[src/rtl/demux1x4_nbit_pkg.sv]
// Shared channel definitions for the 4-way select mux and demux blocks.
package demux1x4_nbit_pkg;

  localparam int unsigned NUM_CH = 4;
  localparam int unsigned SEL_W  = 2;

  typedef logic [SEL_W-1:0] ch_t;

endpackage

[src/rtl/demux_slot.sv]
// One-entry register slice with valid flag and a wrap-around drain counter.
module demux_slot #(
  parameter int unsigned n  = 4,
  parameter int unsigned cw = 8
) (
  input  logic          clk,
  input  logic          rst,
  input  logic          load,
  input  logic [n-1:0]  din,
  input  logic          ready,
  input  logic          clr,
  output logic          full,
  output logic [n-1:0]  data,
  output logic [cw-1:0] cnt
);

  logic          full_q, full_d;
  logic [n-1:0]  data_q, data_d;
  logic [cw-1:0] cnt_q, cnt_d;
  logic          drain;

  always_comb begin
    drain  = full_q && ready;
    full_d = full_q;
    data_d = data_q;
    cnt_d  = cnt_q;
    // A load in the same cycle as a drain keeps the slot full (pass-through).
    if (load) begin
      full_d = 1'b1;
      data_d = din;
    end else if (drain) begin
      full_d = 1'b0;
    end
    if (clr) begin
      cnt_d = '0;
    end else if (drain) begin
      cnt_d = cnt_q + cw'(1);
    end
  end

  always_ff @(posedge clk or posedge rst) begin
    if (rst) begin
      full_q <= 1'b0;
      data_q <= '0;
      cnt_q  <= '0;
    end else begin
      full_q <= full_d;
      data_q <= data_d;
      cnt_q  <= cnt_d;
    end
  end

  assign full = full_q;
  assign data = data_q;
  assign cnt  = cnt_q;

endmodule

[src/rtl/demux1x4_nbit.sv]
// Registered 1-to-4 stream demultiplexer with per-channel handshake and transfer counters.
module demux1x4_nbit
  import demux1x4_nbit_pkg::*;
#(
  parameter int unsigned n  = 4,
  parameter int unsigned cw = 8
) (
  input  logic                 clk,
  input  logic                 rst,
  input  logic                 in_valid,
  output logic                 in_ready,
  input  logic [n-1:0]         in_data,
  input  ch_t                  s,
  output logic [n-1:0]         o0,
  output logic [n-1:0]         o1,
  output logic [n-1:0]         o2,
  output logic [n-1:0]         o3,
  output logic [NUM_CH-1:0]    o_valid,
  input  logic [NUM_CH-1:0]    o_ready,
  input  logic                 clr,
  output logic [NUM_CH*cw-1:0] cnt
);

  logic [NUM_CH-1:0] full;
  logic [NUM_CH-1:0] load;
  logic [n-1:0]      data [NUM_CH];
  logic              fire;

  // Only the addressed channel can stall the input.
  assign in_ready = !full[s] || o_ready[s];
  assign fire     = in_valid && in_ready;

  for (genvar k = 0; k < NUM_CH; k++) begin : g_slot
    assign load[k] = fire && (s == ch_t'(k));

    demux_slot #(
      .n  (n),
      .cw (cw)
    ) u_slot (
      .clk   (clk),
      .rst   (rst),
      .load  (load[k]),
      .din   (in_data),
      .ready (o_ready[k]),
      .clr   (clr),
      .full  (full[k]),
      .data  (data[k]),
      .cnt   (cnt[k*cw +: cw])
    );
  end

  assign o_valid = full;
  assign o0      = data[0];
  assign o1      = data[1];
  assign o2      = data[2];
  assign o3      = data[3];

endmodule

[config.mk]
export PLATFORM = sky130hd
export DESIGN_NAME = demux1x4_nbit
export DESIGN_NICKNAME = d
export VERILOG_FILES = /design/src/rtl/demux1x4_nbit_pkg.sv /design/src/rtl/demux_slot.sv /design/src/rtl/demux1x4_nbit.sv
export SDC_FILE = /design/constraint.sdc
export NUM_CORES = 1
export LEC_CHECK = 0
export BUFFER_PORTS_ARGS = -buffer_cell sky130_fd_sc_hd__buf_2
export CAP_MARGIN = 20
export CORE_AREA = 2 2 81 83
export DETAILED_ROUTE_END_ITERATION = 16
export DIE_AREA = 0 0 83 85
export GPL_TIMING_DRIVEN = 0
export PLACE_DENSITY = 0.66
export SETUP_SLACK_MARGIN = 0.15
export SLEW_MARGIN = 20
export SYNTH_ARGS = -nofsm -noshare
export SYNTH_HDL_FRONTEND = slang
export SYNTH_SLANG_ARGS = --single-unit
export TNS_END_PERCENT = 10
[constraint.sdc]
create_clock -name clk -period 1.91 [get_ports clk]
set_input_delay 0.382 -clock clk [delete_from_list [all_inputs] [get_ports clk]]
set_output_delay 0.382 -clock clk [all_outputs]
set_load 0.02 [all_outputs]
==> flow_summary.json <==
{
  "finalMaxSlewViolations": 0,
  "power_frac_clock_pct": 33.3,
  "fin_ws_ps": -5.948,
  "r2r-end": "g_slot[2].u_slot.cnt[6]",
  "hold_class": "in2async",
  "rsz0062_at_grt": "yes",
  "die_y_um": 85,
  "status": "finished with violations",
  "drv_cap": 0,
  "netlist_instances": 221,
  "grtUsageTotal_pct": 15.29,
  "grt_pass1_wl_mm": 8.811,
  "synth_area_leaders": "dfrtp_1, mux2_2, a21oi_1",
  "placed_cell_area_um2": 2833,
  "setup_viol": 1,
  "h-tree-depth": 2,
  "synth_area_per_cell_um2": 10.88,
  "worstSetupPathType": "reg2out",
  "synth_top_area_share_pct": 54.14,
  "skew_ps": 2.528,
  "utilization_pct": 48.15,
  "boundaryPins": 67,
  "antenna_found_initial": 0,
  "grt_util_met2_pct": 24.78,
  "grt_pass1_vias": 1909,
  "ys_ff_latch": 52,
  "drtIter0Drc": 53,
  "cts_tree": "built",
  "intPower_uw": 1806,
  "r2r_cells": 4,
  "synth_fp_nets": 239,
  "firstDrtPassIters": 4,
  "grt-ovfl-total": 0,
  "num_rows": 29,
  "tightest_slew_ps": 646.5,
  "synth_most_common_cell": "dfrtp_1",
  "post-route-period-util_pct": 100.3,
  "fillCellCount": 598,
  "rr_startpoint": "g_slot[2].u_slot.cnt[0]",
  "startpoint_type": "register",
  "ys_types": 24,
  "p_leak_uw": 0.001367,
  "dp_slack_ps": 56.28,
  "vias": 1978,
  "clk_latency_ps": 300,
  "yosysSeqAreaShare_pct": 54.14,
  "rrSetupSlack_ps": 450,
  "wl_per_cell_um": 14.02,
  "powerDensity_nw_per_um2": 822.3,
  "routed_wl_mm": 5.245,
  "synth_largest_area_cell": "dfrtp_1",
  "setup_tns_ps": -5.948,
  "cp-end-kind": "primary output",
  "synthTopCellsByCount": "dfrtp_1, a21oi_1, nand2_1",
  "layout.nets": 314,
  "start_util_pct": 38.74,
  "startpoint": "g_slot[0].u_slot.full",
  "slew_headroom_pct": 56.90,
  "synth-edff-count": 0,
  "cts.sinks": 52,
  "clk_pin_slew_worst_paths_ps": 90,
  "synthToLayoutAreaGrowth_pct": 24.31,
  "period_needed_ps": 1916,
  "ys.flop_type": "dfrtp_1",
  "viasPerCell": 5.289,
  "core-area_um2": 6205,
  "cp.arrival_ps": 1530,
  "violations": "negative setup slack",
  "fin_area_um2": 2988,
  "cp-endpoint": "in_ready",
  "synthArstFlopShare_pct": 100.0,
  "drcViolationCount": 0,
  "met1_usage_pct": 19.02,
  "die_area_um2": 7055,
  "seq_power_share_pct": 50.4,
  "p_sw_share_pct": 26.49,
  "fp.dieW_um": 83,
  "max_freq_mhz": 521.9,
  "worstPathMaxFanout": 2,
  "port_buffers": 66,
  "gp_congestion": 0.7559,
  "synth_area_um2": 2404,
  "power_frac_comb_pct": 16.3,
  "worst_ep_required_time_ps": 1530,
  "clockBufferDepth": 2,
  "hold_buffers": 0,
  "ys_warn_count": 0,
  "grt.busiest_layer": "met2",
  "vdd_drop_max_v": 0.0005284,
  "grt_start_max_net_pins": 53,
  "cts_root_buffer": "clkbuf_8",
  "hpwl_mm": 3.753,
  "diodes": 0,
  "cts_buffers": 5,
  "grt_util_met3_pct": 5.739,
  "hold_violations": 0,
  "ant_nets": 0,
  "drive_above_1_share_pct": 37.37,
  "power.switching_uw": 650.8
}
-- cell type report --
| type | count | area [µm²] | share of cell area (%) |
|---|---|---|---|
| plain buffers | 7 | 41.29 | 1.382 |
| clock buffers | 7 | 96.34 | 3.224 |
| clock inverters | 1 | 30.03 | 1.005 |
| inverters | 5 | 21.27 | 0.7119 |
| multi-input cells | 157 | 1045 | 34.97 |
| flip-flops and latches | 52 | 1306 | 43.72 |
| well taps | 77 | 96.34 | 3.224 |
| repair buffers | 68 | 351.6 | 11.77 |
-- per-layer routing --
layer  vias up  wire (µm)
met5         -          0
met4         0         80
met3         6        362
met2        52       2461
met1       965       2339
li1        955          -
-- critical path, stage by stage, from the launching register on --
cell and delay [ps]:
dfrtp_2 360, or2b_4 260, mux4_2 470, buf_6 150
-- cells in the final DEF, fill, tap and decap left out, drive strengths merged --
cell type  netlist  routed
nand4            7       7
nor2             8       8
and2b            1       1
dfrtp           52      52
or3             12      12
xor2             8       8
nand2b           3       3
nor3b            3       3
or4              8       8
a21oi           24      24
nand2           20      20
mux2            16      16
or2b             1       1
bufinv           0       1
inv              5       5
mux4             1       1
o31ai            8       8
clkbuf           3      10
o21ai           14      14
buf              4      72
ha               4       4
nand3           19      19
-- state kept, by name, indices dropped and copies added (netlist names) --
| name | flops |
|---|---|
| g_slot.u_slot.cnt | 32 |
| g_slot.u_slot.data | 16 |
| g_slot.u_slot.full | 4 |
-- through the flow --
step | std cells | hold WS [ps] | power [µW]
finish | 374 | 167.5 | 2457
global route | 374 | 220.6 | 2573
CTS | 374 | 191.5 | 2492
detailed placement | 364 | 487.9 | 1658
global placement | 364 | 484.1 | 1651
floorplan | 221 | 445.1 | 1502
-- worst min-delay path by stage --
stage / startpoint / endpoint / slack (ps) / cells past startpoint
final: rst / g_slot[0].u_slot.cnt[1] / 170 / 2
after global routing: rst / g_slot[0].u_slot.cnt[1] / 220 / 2
after CTS: rst / g_slot[0].u_slot.cnt[1] / 190 / 2
after detailed placement: g_slot[0].u_slot.data[2] / g_slot[0].u_slot.data[2] / 490 / 1
after global placement: g_slot[0].u_slot.data[2] / g_slot[0].u_slot.data[2] / 480 / 1
after floorplan: clr / g_slot[2].u_slot.cnt[3] / 450 / 1
-- logic make-up (layout without fill, tap and decap cells) --
group / Yosys count / count (layout) / share of synthesized area (%)
buffers and inverters: 12 / 88 / 2.499
muxes: 17 / 17 / 8.433
DFF: 52 / 52 / 54.14
adders and majority gates: 4 / 4 / 2.082
xor gates and xnor gates: 8 / 8 / 2.915
AOI/OAI and AO/OA: 46 / 46 / 10.41
and+or+nand+nor: 82 / 82 / 19.52
-- power by group through the flow --
stage          clock network, µW  registers (µW)  logic [µW]
5_1_grt                      888            1250         432
3_3_place_gp                   0            1260         392
4_1_cts                      846            1240         406
2_1_floorplan                  0            1360         145
3_5_place_dp                   0            1260         395
6_report                     818            1240         399
-- repair_timing --
action	CTS	global route
buffers inserted	2	0
gates resized for setup	4	3
pin swaps	0	0
endpoints found under the setup margin	1	1
No activity file was read; power rests on OpenSTA's default activity.
